[src/rtl/multi_cdb_dispatch_queue.sv]
// Instruction queue plus dispatcher: buffers fetched instructions, resolves
// operands against regfile, ROB and several CDB channels, issues one per cycle.
module multi_cdb_dispatch_queue #(
  parameter int IQ_DEPTH = 8,
  parameter int CDB_CH   = 2,
  parameter int ROB_W    = 4,
  parameter int XLEN     = 32,
  parameter int TYPE_W   = 6
) (
  input  logic                     clk,
  input  logic                     rst,
  input  logic                     rdy,
  input  logic                     flush,
  input  logic                     if_valid,
  output logic                     if_ready,
  input  logic [XLEN-1:0]          if_ins,
  input  logic [XLEN-1:0]          if_pc,
  input  logic [XLEN-1:0]          if_pred_pc,
  input  logic                     if_pred_jump,
  output logic [XLEN-1:0]          dec_code,
  output logic [XLEN-1:0]          dec_pc,
  input  logic [TYPE_W-1:0]        dec_type,
  input  logic [4:0]               dec_rd,
  input  logic [4:0]               dec_rs1,
  input  logic [4:0]               dec_rs2,
  input  logic [XLEN-1:0]          dec_imm,
  input  logic                     dec_is_mem,
  output logic [4:0]               reg_rs1,
  output logic [4:0]               reg_rs2,
  input  logic [XLEN-1:0]          reg_Vj,
  input  logic [XLEN-1:0]          reg_Vk,
  input  logic [ROB_W-1:0]         reg_Qj,
  input  logic [ROB_W-1:0]         reg_Qk,
  output logic [ROB_W-1:0]         rob_Qj,
  output logic [ROB_W-1:0]         rob_Qk,
  input  logic [XLEN-1:0]          rob_Vj,
  input  logic [XLEN-1:0]          rob_Vk,
  input  logic                     rob_Qj_ready,
  input  logic                     rob_Qk_ready,
  input  logic [ROB_W-1:0]         rob_free_id,
  input  logic                     rob_ready,
  input  logic                     rs_ready,
  input  logic                     lsb_ready,
  input  logic [CDB_CH-1:0]        cdb_valid,
  input  logic [CDB_CH*ROB_W-1:0]  cdb_rob_id,
  input  logic [CDB_CH*XLEN-1:0]   cdb_value,
  output logic                     rename_en,
  output logic [4:0]               rename_rd,
  output logic [ROB_W-1:0]         rename_id,
  output logic                     rob_en,
  output logic                     rs_en,
  output logic                     lsb_en,
  output logic [XLEN-1:0]          out_Vj,
  output logic [XLEN-1:0]          out_Vk,
  output logic [ROB_W-1:0]         out_Qj,
  output logic [ROB_W-1:0]         out_Qk,
  output logic [TYPE_W-1:0]        out_type,
  output logic [4:0]               out_rd,
  output logic [4:0]               out_rs1,
  output logic [4:0]               out_rs2,
  output logic [XLEN-1:0]          out_imm,
  output logic [XLEN-1:0]          out_pc,
  output logic [XLEN-1:0]          out_pred_pc,
  output logic                     out_pred_jump
);
  localparam int AW = $clog2(IQ_DEPTH);

  logic [XLEN-1:0] r_ins [IQ_DEPTH];
  logic [XLEN-1:0] r_pc  [IQ_DEPTH];
  logic [XLEN-1:0] r_ppc [IQ_DEPTH];
  logic            r_pj  [IQ_DEPTH];
  logic [AW-1:0]   r_head, r_tail;
  logic [AW:0]     r_cnt;
  logic            w_full, w_empty, w_fire, w_push, w_pop;
  logic [XLEN+ROB_W-1:0] w_j, w_k;

  // Lowest-index CDB channel wins when several broadcast the same tag.
  function automatic logic [XLEN+ROB_W-1:0] resolve(
    input logic [ROB_W-1:0] q,
    input logic [XLEN-1:0]  rv,
    input logic             rr,
    input logic [XLEN-1:0]  robv
  );
    logic            hit;
    logic [XLEN-1:0] v;
    hit = 1'b0;
    v   = '0;
    for (int i = CDB_CH - 1; i >= 0; i--) begin
      if (cdb_valid[i] && cdb_rob_id[i*ROB_W +: ROB_W] == q) begin
        hit = 1'b1;
        v   = cdb_value[i*XLEN +: XLEN];
      end
    end
    if (q == '0)   return {rv, {ROB_W{1'b0}}};
    else if (hit)  return {v, {ROB_W{1'b0}}};
    else if (rr)   return {robv, {ROB_W{1'b0}}};
    else           return {{XLEN{1'b0}}, q};
  endfunction

  assign w_full   = r_cnt == (AW+1)'(IQ_DEPTH);
  assign w_empty  = r_cnt == '0;
  assign if_ready = !w_full;
  assign w_fire   = !w_empty && rob_ready && (dec_is_mem ? lsb_ready : rs_ready);
  assign w_push   = rdy && !flush && if_valid && !w_full;
  assign w_pop    = rdy && !flush && w_fire;

  assign dec_code = r_ins[r_head];
  assign dec_pc   = r_pc[r_head];
  assign reg_rs1  = dec_rs1;
  assign reg_rs2  = dec_rs2;
  assign rob_Qj   = reg_Qj;
  assign rob_Qk   = reg_Qk;
  assign w_j      = resolve(reg_Qj, reg_Vj, rob_Qj_ready, rob_Vj);
  assign w_k      = resolve(reg_Qk, reg_Vk, rob_Qk_ready, rob_Vk);

  always_ff @(posedge clk) begin
    if (w_push) begin
      r_ins[r_tail] <= if_ins;
      r_pc[r_tail]  <= if_pc;
      r_ppc[r_tail] <= if_pred_pc;
      r_pj[r_tail]  <= if_pred_jump;
    end
  end

  always_ff @(posedge clk or posedge rst) begin
    if (rst) begin
      r_head <= '0;
      r_tail <= '0;
      r_cnt  <= '0;
    end else if (rdy) begin
      if (flush) begin
        r_head <= '0;
        r_tail <= '0;
        r_cnt  <= '0;
      end else begin
        if (w_push) r_tail <= r_tail + AW'(1);
        if (w_pop)  r_head <= r_head + AW'(1);
        case ({w_push, w_pop})
          2'b10:   r_cnt <= r_cnt + (AW+1)'(1);
          2'b01:   r_cnt <= r_cnt - (AW+1)'(1);
          default: r_cnt <= r_cnt;
        endcase
      end
    end
  end

  always_ff @(posedge clk or posedge rst) begin
    if (rst) begin
      rob_en        <= 1'b0;
      rs_en         <= 1'b0;
      lsb_en        <= 1'b0;
      rename_en     <= 1'b0;
      rename_rd     <= '0;
      rename_id     <= '0;
      out_Vj        <= '0;
      out_Vk        <= '0;
      out_Qj        <= '0;
      out_Qk        <= '0;
      out_type      <= '0;
      out_rd        <= '0;
      out_rs1       <= '0;
      out_rs2       <= '0;
      out_imm       <= '0;
      out_pc        <= '0;
      out_pred_pc   <= '0;
      out_pred_jump <= 1'b0;
    end else if (rdy) begin
      rob_en    <= w_pop;
      rename_en <= w_pop;
      rs_en     <= w_pop && !dec_is_mem;
      lsb_en    <= w_pop && dec_is_mem;
      if (w_pop) begin
        rename_rd     <= dec_rd;
        rename_id     <= rob_free_id;
        out_Vj        <= w_j[ROB_W +: XLEN];
        out_Qj        <= w_j[ROB_W-1:0];
        out_Vk        <= w_k[ROB_W +: XLEN];
        out_Qk        <= w_k[ROB_W-1:0];
        out_type      <= dec_type;
        out_rd        <= dec_rd;
        out_rs1       <= dec_rs1;
        out_rs2       <= dec_rs2;
        out_imm       <= dec_imm;
        out_pc        <= r_pc[r_head];
        out_pred_pc   <= r_ppc[r_head];
        out_pred_jump <= r_pj[r_head];
      end
    end
  end
endmodule
[config.mk]
export PLATFORM = sky130hd
export DESIGN_NAME = multi_cdb_dispatch_queue
export DESIGN_NICKNAME = d
export VERILOG_FILES = /design/src/rtl/multi_cdb_dispatch_queue.sv
export SDC_FILE = /design/constraint.sdc
export NUM_CORES = 1
export LEC_CHECK = 0
export ABC_CLOCK_PERIOD_IN_PS = 24500
export CAP_MARGIN = 20
export CORE_ASPECT_RATIO = 2
export CORE_UTILIZATION = 30
export CTS_CLUSTER_DIAMETER = 30
export DETAILED_ROUTE_END_ITERATION = 10
export PLACE_DENSITY = 0.59
export SLEW_MARGIN = 20
export SYNTH_ARGS = -nofsm -noshare
export SYNTH_HDL_FRONTEND = slang
export SYNTH_SLANG_ARGS = --single-unit
[constraint.sdc]
create_clock -name clk -period 24.5 [get_ports clk]
set_clock_uncertainty 0.15 [all_clocks]
set_input_delay 4.9 -clock clk [delete_from_list [all_inputs] [get_ports clk]]
set_output_delay 4.9 -clock clk [all_outputs]
set_load 0.03 [all_outputs]
# Word level (Yosys, flattened, before mapping)
# Memory sizes are Yosys's and may differ from the RTL's. A register that Yosys moved wholly into a read port is not among the register bits.
# Index checks and enable logic that the tools add are counted.
op_classes:
  n_addsub: 4
  eq_ne: 7
  mux: 23
  n_reduce_logical: 26
ops:
  columns: ["operator", "count"]
  rows:
  - ["36-bit two-way mux", 6]
  - ["32-bit two-way mux", 4]
  - ["4-bit equality test", 4]
  - ["1-bit logical AND", 12]
  - ["4-bit zero test", 3]
  - ["3-bit two-way mux", 4]
  - ["4-bit one-hot mux with 2 select lines", 1]
  - ["2-bit AND reduction", 4]
  - ["1-bit two-way mux", 7]
  - ["3-bit by 1-bit adder with 3-bit output, second input constant", 2]
  - ["4-bit by 1-bit adder with 4-bit output, second input constant", 1]
  - ["4-bit equality test, second input constant", 1]
  - ["1-bit zero test", 4]
  - ["4-bit two-way mux", 1]
  - ["2-bit nonzero test", 2]
  - ["4-bit by 1-bit subtractor with 4-bit output, second input constant", 1]
  - ["3-bit nonzero test", 1]
  - ["2-bit by 1-bit equality test with 1-bit output, second input constant", 1]
  - ["2-bit equality test, second input constant", 1]
totals:
  regBits: 174
  ramBits: 776
  out_inout_bits: 286
  wordCells: 81
  memories: 4
memory_table:
  columns: ["name", "depth", "word_bits", "rd", "rd_clocked_by_memory_dff", "wr", "line", "source"]
  rows:
  - ["r_ins", 8, 32, 1, 0, 1, "68", "logic [XLEN-1:0] r_ins [IQ_DEPTH];"]
  - ["r_pc", 8, 32, 1, 0, 1, "69", "logic [XLEN-1:0] r_pc [IQ_DEPTH];"]
  - ["r_ppc", 8, 32, 1, 1, 1, "70", "logic [XLEN-1:0] r_ppc [IQ_DEPTH];"]
  - ["r_pj", 8, 1, 1, 1, 1, "71", "logic r_pj [IQ_DEPTH];"]

# Logic depth before layout (Yosys ltp)
# Gate-level depths: netlist of run 1.
depth:
  word_depth: 8
  ltp_mapped: 8
  ltp_nobuf: 8

# Worst setup path after synthesis of run 1
# OpenSTA, ideal clock, no wires.
synth_timing:
  path_type: "input -> register"
  from: "in if_valid"
  to: "mem r_ins[0][0] (enable)"
  setup_time_ns: 0.671
  arrival_time_ns: 11.958
  required_time_ns: 23.679
  path_slack_ns: 11.721
  cell_stages: 4
  n_path_buf: 0
  path_cell_list: "inv_1 a21oi_1 nand3b_1 nor3_1"
synth_via:
  elab_chain_cells: 4
synth_lines:
  columns: ["item", "line", "source"]
  rows:
  - ["start, declared", "14", "input logic if_valid,"]
  - ["1-bit logical AND (2 in a row)", "104", "assign w_push = rdy && !flush && if_valid && !w_full;"]
  - ["1-bit two-way mux", "117", "if (w_push) begin"]
  - ["1-bit two-way mux (not written as such)", "118", "r_ins[r_tail] <= if_ins;"]
  - ["end, declared", "68", null]
# No other way between the ends.

# Final worst setup path of run 1
layout_timing:
  from: "in reg_Qk[3]"
  to: "out rob_Qk[3]"
layout_rtl:
  columns: ["item", "line", "source"]
  rows:
  - ["start, declared", "33", "input logic [ROB_W-1:0] reg_Qk,"]
  - ["end, declared", "35", "output logic [ROB_W-1:0] rob_Qk,"]
# No word-level cell between the ends.

==> impl_metrics.json, run 1 <==
{
  "clock_sinks": 983,
  "cts.path.max_buffers": 4,
  "ys_types": 48,
  "crit_arrival_ns": 6.63,
  "syn_inst": 2329,
  "finalInstanceArea_um2": 52800,
  "post-cts-setup-buffers": 0,
  "synth_edf_count": 776,
  "min_period_over_period": 0.477,
  "met3_usage": 0.0510,
  "setup_violations": 0,
  "dpl_cell_area_um2": 48200,
  "grt_max_degree": 103,
  "fmax_mhz": 85.6,
  "path_cells": "clkdlybuf4s50_1 > clkdlybuf4s50_1",
  "antenna_found_initial": 19,
  "yosysSeqAreaShare": 0.715,
  "drv_slew": 0,
  "cp.required_ns": 19.45,
  "total_power_mw": 5.28,
  "cts_resized": 0,
  "vdd_drop_max_mv": 0.0731,
  "cp_max_fo": 5,
  "period_minus_slack_ns": 11.68,
  "area_growth_pct": 32.6,
  "path_buf_inv": 2,
  "cts_root_buf": "clkbuf_16",
  "wirelength_um": 130000,
  "synthFlopType": "edfxtp_1",
  "rr_worst_depth": 6,
  "grt_pass1_vias": 25300,
  "initial_core_util": 0.303,
  "async_flop_share": 0.211,
  "dieHeight_um": 517,
  "ios": 661,
  "drc": 0,
  "portBuffers": 660,
  "numCtsBuffers": 139,
  "critPathKind": "in -> out",
  "max_stage_delay_ns": 0.91,
  "ys.warnings.count": 0,
  "post-route-util": 0.402,
  "grt_setup_unrepaired": "no",
  "min-delay-start": "out_imm[23]",
  "nNetsFinal": 3367,
  "maxSlewHeadroom": 0.310,
  "die-area_um2": 134000,
  "synth_fp_nets": 2708,
  "worst_pin_slew_ns": 1.03,
  "dp_hpwl_um": 86600,
  "core_area_um2": 131000,
  "clk_latency_ns": 0.77,
  "cts_tree": "done",
  "min_path_cells": 2,
  "regArea_um2": 28500,
  "finalHoldViolCount": 0,
  "startpoint": "reg_Qk[3]",
  "final_layout_size_suffix_gt1_frac": 0.194,
  "grtUsageMet1": 0.187,
  "drv_cap": 0,
  "status": "finished, final reports clean",
  "fp-row-count": 188,
  "startpoint_type": "primary input",
  "top_usage_layer": "met2",
  "synth.cell_area_um2": 39800,
  "r2r_start": "r_cnt[0]",
  "powerDensity_nw_per_um2": 100,
  "grt-ovfl-total": 0,
  "synth_seq_cells": 983,
  "worstHoldPathType": "reg -> reg",
  "drt_iter0_drc": 1482,
  "avgSynthCellArea_um2": 17.1,
  "met2_usage": 0.340,
  "crit_top_cell": "clkdlybuf4s50_1",
  "first_pass_iters": 5,
  "grt_usage": 0.190,
  "endpoint_kind": "output port",
  "fill_cells": 12100,
  "postRouteAntennaNets": 0,
  "cts-hold-fix-buffers": 0,
  "multiInputGateArea_um2": 10500,
  "crit_cells": 2,
  "crit_slowest_cell": "clkdlybuf4s50_1",
  "grt_pass1_wl_um": 182000,
  "wire_per_inst_um": 27.0,
  "num_vias": 24200,
  "cp_top_family": "buffers and inverters",
  "p_leak_nw": 17.9,
  "cts.htree.levels": 4,
  "fp.dieW_um": 260,
  "clk_pin_slew_ns": 0.05,
  "setup_tns_ns": 0,
  "gp_congestion": 0.899,
  "via_per_inst": 5.04
}
cell type report:
cell class	count	share of cell area
Multi-Input combinational cell	1142	0.198
Clock buffer	144	0.0662
Inverter	7	0.000639
Tap cell	1710	0.0405
Timing Repair Buffer	715	0.133
Clock inverter	98	0.0218
Sequential cell	983	0.539
Antenna cell	12	0.000568
flip-flops by register name (all words and copies together), names as in the netlist, 5 cells and up:
register,cells
r_pc,256
r_ppc,256
out_pc,32
out_pred_pc,32
out_type,6
out_Vk,32
out_rs1,5
out_rd,5
out_Vj,32
r_ins,256
out_imm,32
r_pj,8
out_rs2,5
synthesized netlist by cell type, types with 10 or more instances:
cell / instances / area, um^2
edfxtp_1: 776 / 23300
o21ai_0: 78 / 390
or3_1: 67 / 419
o21ai_1: 33 / 165
o22ai_1: 66 / 413
nand2_1: 234 / 878
buf_4: 28 / 210
xor2_1: 13 / 114
mux2_2: 96 / 1080
clkbuf_1: 116 / 435
a31oi_1: 66 / 413
dfrtp_1: 207 / 5180
mux4_2: 194 / 4370
and3_1: 64 / 400
a21boi_0: 64 / 480
buf_1: 10 / 37.5
nor2_1: 10 / 37.5
buf_2: 34 / 170
nand4_1: 64 / 400
mux2i_1: 37 / 370
logic make-up (layout without fill, tap and decap cells):
logic type               after synthesis  in the layout  synth area share
multiplexers                         328            328             0.146
AND/OR/NAND/NOR                      473            473            0.0596
buffers and inverters                204            964            0.0246
other                                  0             12                 0
AO/OA/AOI/OAI                        319            319            0.0494
XOR/XNOR                              18             18           0.00396
flip-flops                           983            983             0.715
adder cells (fa/ha/maj)                4              4           0.00126
power breakdown:
part	leakage (nW)	internal [mW]	total (mW)	switching, mW
registers	9.57	1.98	2.09	0.110
clock network	2.23	1.21	2.01	0.799
logic	6.11	0.502	1.19	0.686
path summary, 6_finish.rpt:
kind	slack (ns)	endpoint
setup reg to reg	20.14	r_ins[5][7]
hold / removal	0.32	out_imm[23]
min in group asynchronous	4.52	out_imm[15]
hold reg to reg	0.32	out_imm[23]
max in group asynchronous	17.32	out_pc[26]
setup / recovery	12.82	rob_Qk[3]
routing by layer:
metal | wire length (um) | vias to the layer above
met2 | 67700 | 965
li1 | - | 10600
met4 | 9530 | 10
met1 | 43500 | 12400
met3 | 9170 | 319
met5 | 69 | -
layout by cell type, fill, tap and decap left out, types with 13 or more instances in the layout:
| master | instances |
|---|---|
| a21boi_0 | 64 |
| a31oi_1 | 66 |
| and3_1 | 64 |
| buf_4 | 54 |
| bufinv_16 | 13 |
| clkbuf_16 | 139 |
| clkdlybuf4s50_1 | 659 |
| clkinvlp_4 | 16 |
| dfrtp_1 | 204 |
| edfxtp_1 | 776 |
| inv_6 | 21 |
| inv_8 | 15 |
| mux2_2 | 96 |
| mux2i_1 | 37 |
| mux4_2 | 194 |
| nand2_1 | 234 |
| nand4_1 | 64 |
| o21ai_0 | 78 |
| o21ai_1 | 33 |
| o22ai_1 | 66 |
| or3_1 | 67 |
| xor2_1 | 13 |
through the flow:
step / setup slack, ns / cells / hold WS, ns
after floorplan: 11.72 / 2329 / 0.337
after global placement: 13.00 / 4557 / 0.307
after detailed placement: 12.99 / 4557 / 0.312
after CTS: 12.99 / 4799 / 0.326
after global routing: 12.85 / 4807 / 0.345
final: 12.82 / 4811 / 0.322
(Power assumes the default switching activity.)
==> run 2, diff against run 1 <==
- ABC_CLOCK_PERIOD_IN_PS: 24500 -> 10600
- PLACE_DENSITY: 0.59 -> 0.61
- clock period: 24.5 -> 10.6 ns (I/O delays scaled with it)
==> run 2 against run 1 <==
Core utilization is 0.087 points lower. Worst setup slack worse by 8.3 ns. Hold slack worse by 0.0029 ns. Via count is 0.19% higher. Sequential share of layout area is 0.12 points higher. Die area stayed put. Total power is 130% higher. Register-to-register slack worse by 13 ns. Final cell count hardly changed. Non-clock buffer count is 1 lower.
==> impl_metrics.json, run 2 (synthesized netlist as in run 1, its figures left out) <==
{
  "setup_violations": 0,
  "worst_pin_slew_ns": 1.05,
  "cts_tree": "done",
  "cts_resized": 0,
  "crit_arrival_ns": 3.78,
  "initial_core_util": 0.303,
  "status": "finished, final reports clean",
  "first_pass_iters": 5,
  "nNetsFinal": 3359,
  "grt_pass1_wl_um": 178000,
  "wirelength_um": 126000,
  "grt_usage": 0.185,
  "fmax_mhz": 165,
  "drc": 0,
  "clk_pin_slew_ns": 0.05,
  "num_vias": 24300,
  "cts-hold-fix-buffers": 0,
  "core_area_um2": 131000,
  "numCtsBuffers": 132,
  "grt-ovfl-total": 0,
  "die-area_um2": 134000,
  "vdd_drop_max_mv": 0.168,
  "comb_power_share": 0.229,
  "via_per_inst": 5.05,
  "dp_hpwl_um": 82100,
  "drv_cap": 0,
  "post-cts-setup-buffers": 0,
  "gp_congestion": 0.939,
  "portBuffers": 660,
  "fill_cells": 12000,
  "grt_pass1_vias": 25700,
  "cp_top_family": "buffers and inverters",
  "worstHoldPathType": "reg -> reg",
  "worst_hold_slack_ns": 0.319,
  "finalHoldViolCount": 0,
  "wire_per_inst_um": 26.2,
  "setup_slack_ns": 4.55,
  "dieHeight_um": 517,
  "final_layout_size_suffix_gt1_frac": 0.191,
  "place_ws_ns": 4.61,
  "stdcell_count": 4808,
  "share_clk_of_total_power": 0.371,
  "crit_slowest_cell": "dfrtp_4",
  "drt_iter0_drc": 1652,
  "path_buf_inv": 2,
  "cp.required_ns": 8.33,
  "grt_setup_unrepaired": "no",
  "cts.path.max_buffers": 3,
  "grt_max_degree": 106,
  "pwr-share-seq": 0.400,
  "powerDensity_nw_per_um2": 228,
  "fp.dieW_um": 260,
  "endpoint_kind": "output port",
  "netSwitchingFraction": 0.306,
  "startpoint_type": "flip-flop",
  "p_int_mw": 8.36,
  "p_leak_nw": 17.9,
  "critPathKind": "reg -> out",
  "final_common_cell": "edfxtp_1",
  "clock_sinks": 983,
  "maxSlewHeadroom": 0.299,
  "setup_tns_ns": 0,
  "final_cell_mix": "edfxtp_1 (776), clkdlybuf4s50_1 (659), nand2_1 (234)",
  "drv_slew": 0,
  "ios": 661,
  "area_growth_pct": 32.3,
  "dpl_cell_area_um2": 48200,
  "finalInstanceArea_um2": 52700,
  "antenna_found_initial": 23,
  "cp_max_fo": 74,
  "clk_latency_ns": 0.75,
  "path_cells": "buf_12 > mux4_2 > mux2_2 > clkdlybuf4s50_1",
  "period_minus_slack_ns": 6.05,
  "cts.htree.levels": 4,
  "fp-row-count": 188,
  "power_switching_mw": 3.69,
  "postRouteAntennaNets": 0,
  "max_stage_delay_ns": 0.74,
  "dp_cells": 4555,
  "cts_root_buf": "clkbuf_16",
  "largestRegisters": "r_ins x256, r_pc x256, r_ppc x256",
  "min_period_over_period": 0.571
}
-- run 2: layout make-up --
cell class	count	area, um^2	area share
flip-flops and latches	983	28500	0.540
multi-input cells	1142	10500	0.199
repair buffers	714	7080	0.134
clock buffers	158	3470	0.0659
well taps	1710	2140	0.0406
clock inverters	87	1030	0.0195
inverters	7	33.8	0.000641
diodes	7	17.5	0.000332
-- run 2: power by group through the flow --
stage	Clock, mW	Combinational (mW)	Sequential (mW)
2_1_floorplan	0	0.761	5.57
6_report	4.47	2.76	4.82
3_5_place_dp	0	2.78	4.89
4_1_cts	4.57	2.79	4.82
5_1_grt	4.71	2.92	4.86
3_3_place_gp	0	2.76	4.88
-- run 2: layer usage --
metal  wire, um  vias to the layer above  GRT usage
met5        103                        -          0
met4       6220                       16     0.0981
met3       9690                      273     0.0535
met2      66600                     1001      0.339
met1      43300                    12400      0.188
li1           -                    10500          -
-- run 2: tightest hold or removal path: stages (launching register included) --
cell and delay, ns:
dfrtp_1 0.33, nand2_1 0.05, nand2_1 0.06
-- run 2: final timing paths --
kind | start | to | slack [ns] | cells past startpoint
worst max-delay path | r_head[0] | dec_code[16] | 4.55 | 4
worst min-delay path | out_imm[1] | out_imm[1] | 0.32 | 2
worst max register to register | r_cnt[0] | r_ins[4][21] | 6.97 | 5
worst min register to register | out_imm[1] | out_imm[1] | 0.32 | 2
max in group asynchronous | rst | out_pc[29] | 7.18 | 3
min in group asynchronous | rst | out_type[0] | 1.81 | 2
-- run 2: per-stage QoR --
step                 util  total power [mW]
floorplan               -              6.33
global placement    0.367              7.64
detailed placement  0.367              7.67
CTS                 0.401              12.2
global route        0.401              12.5
finish              0.401              12.0
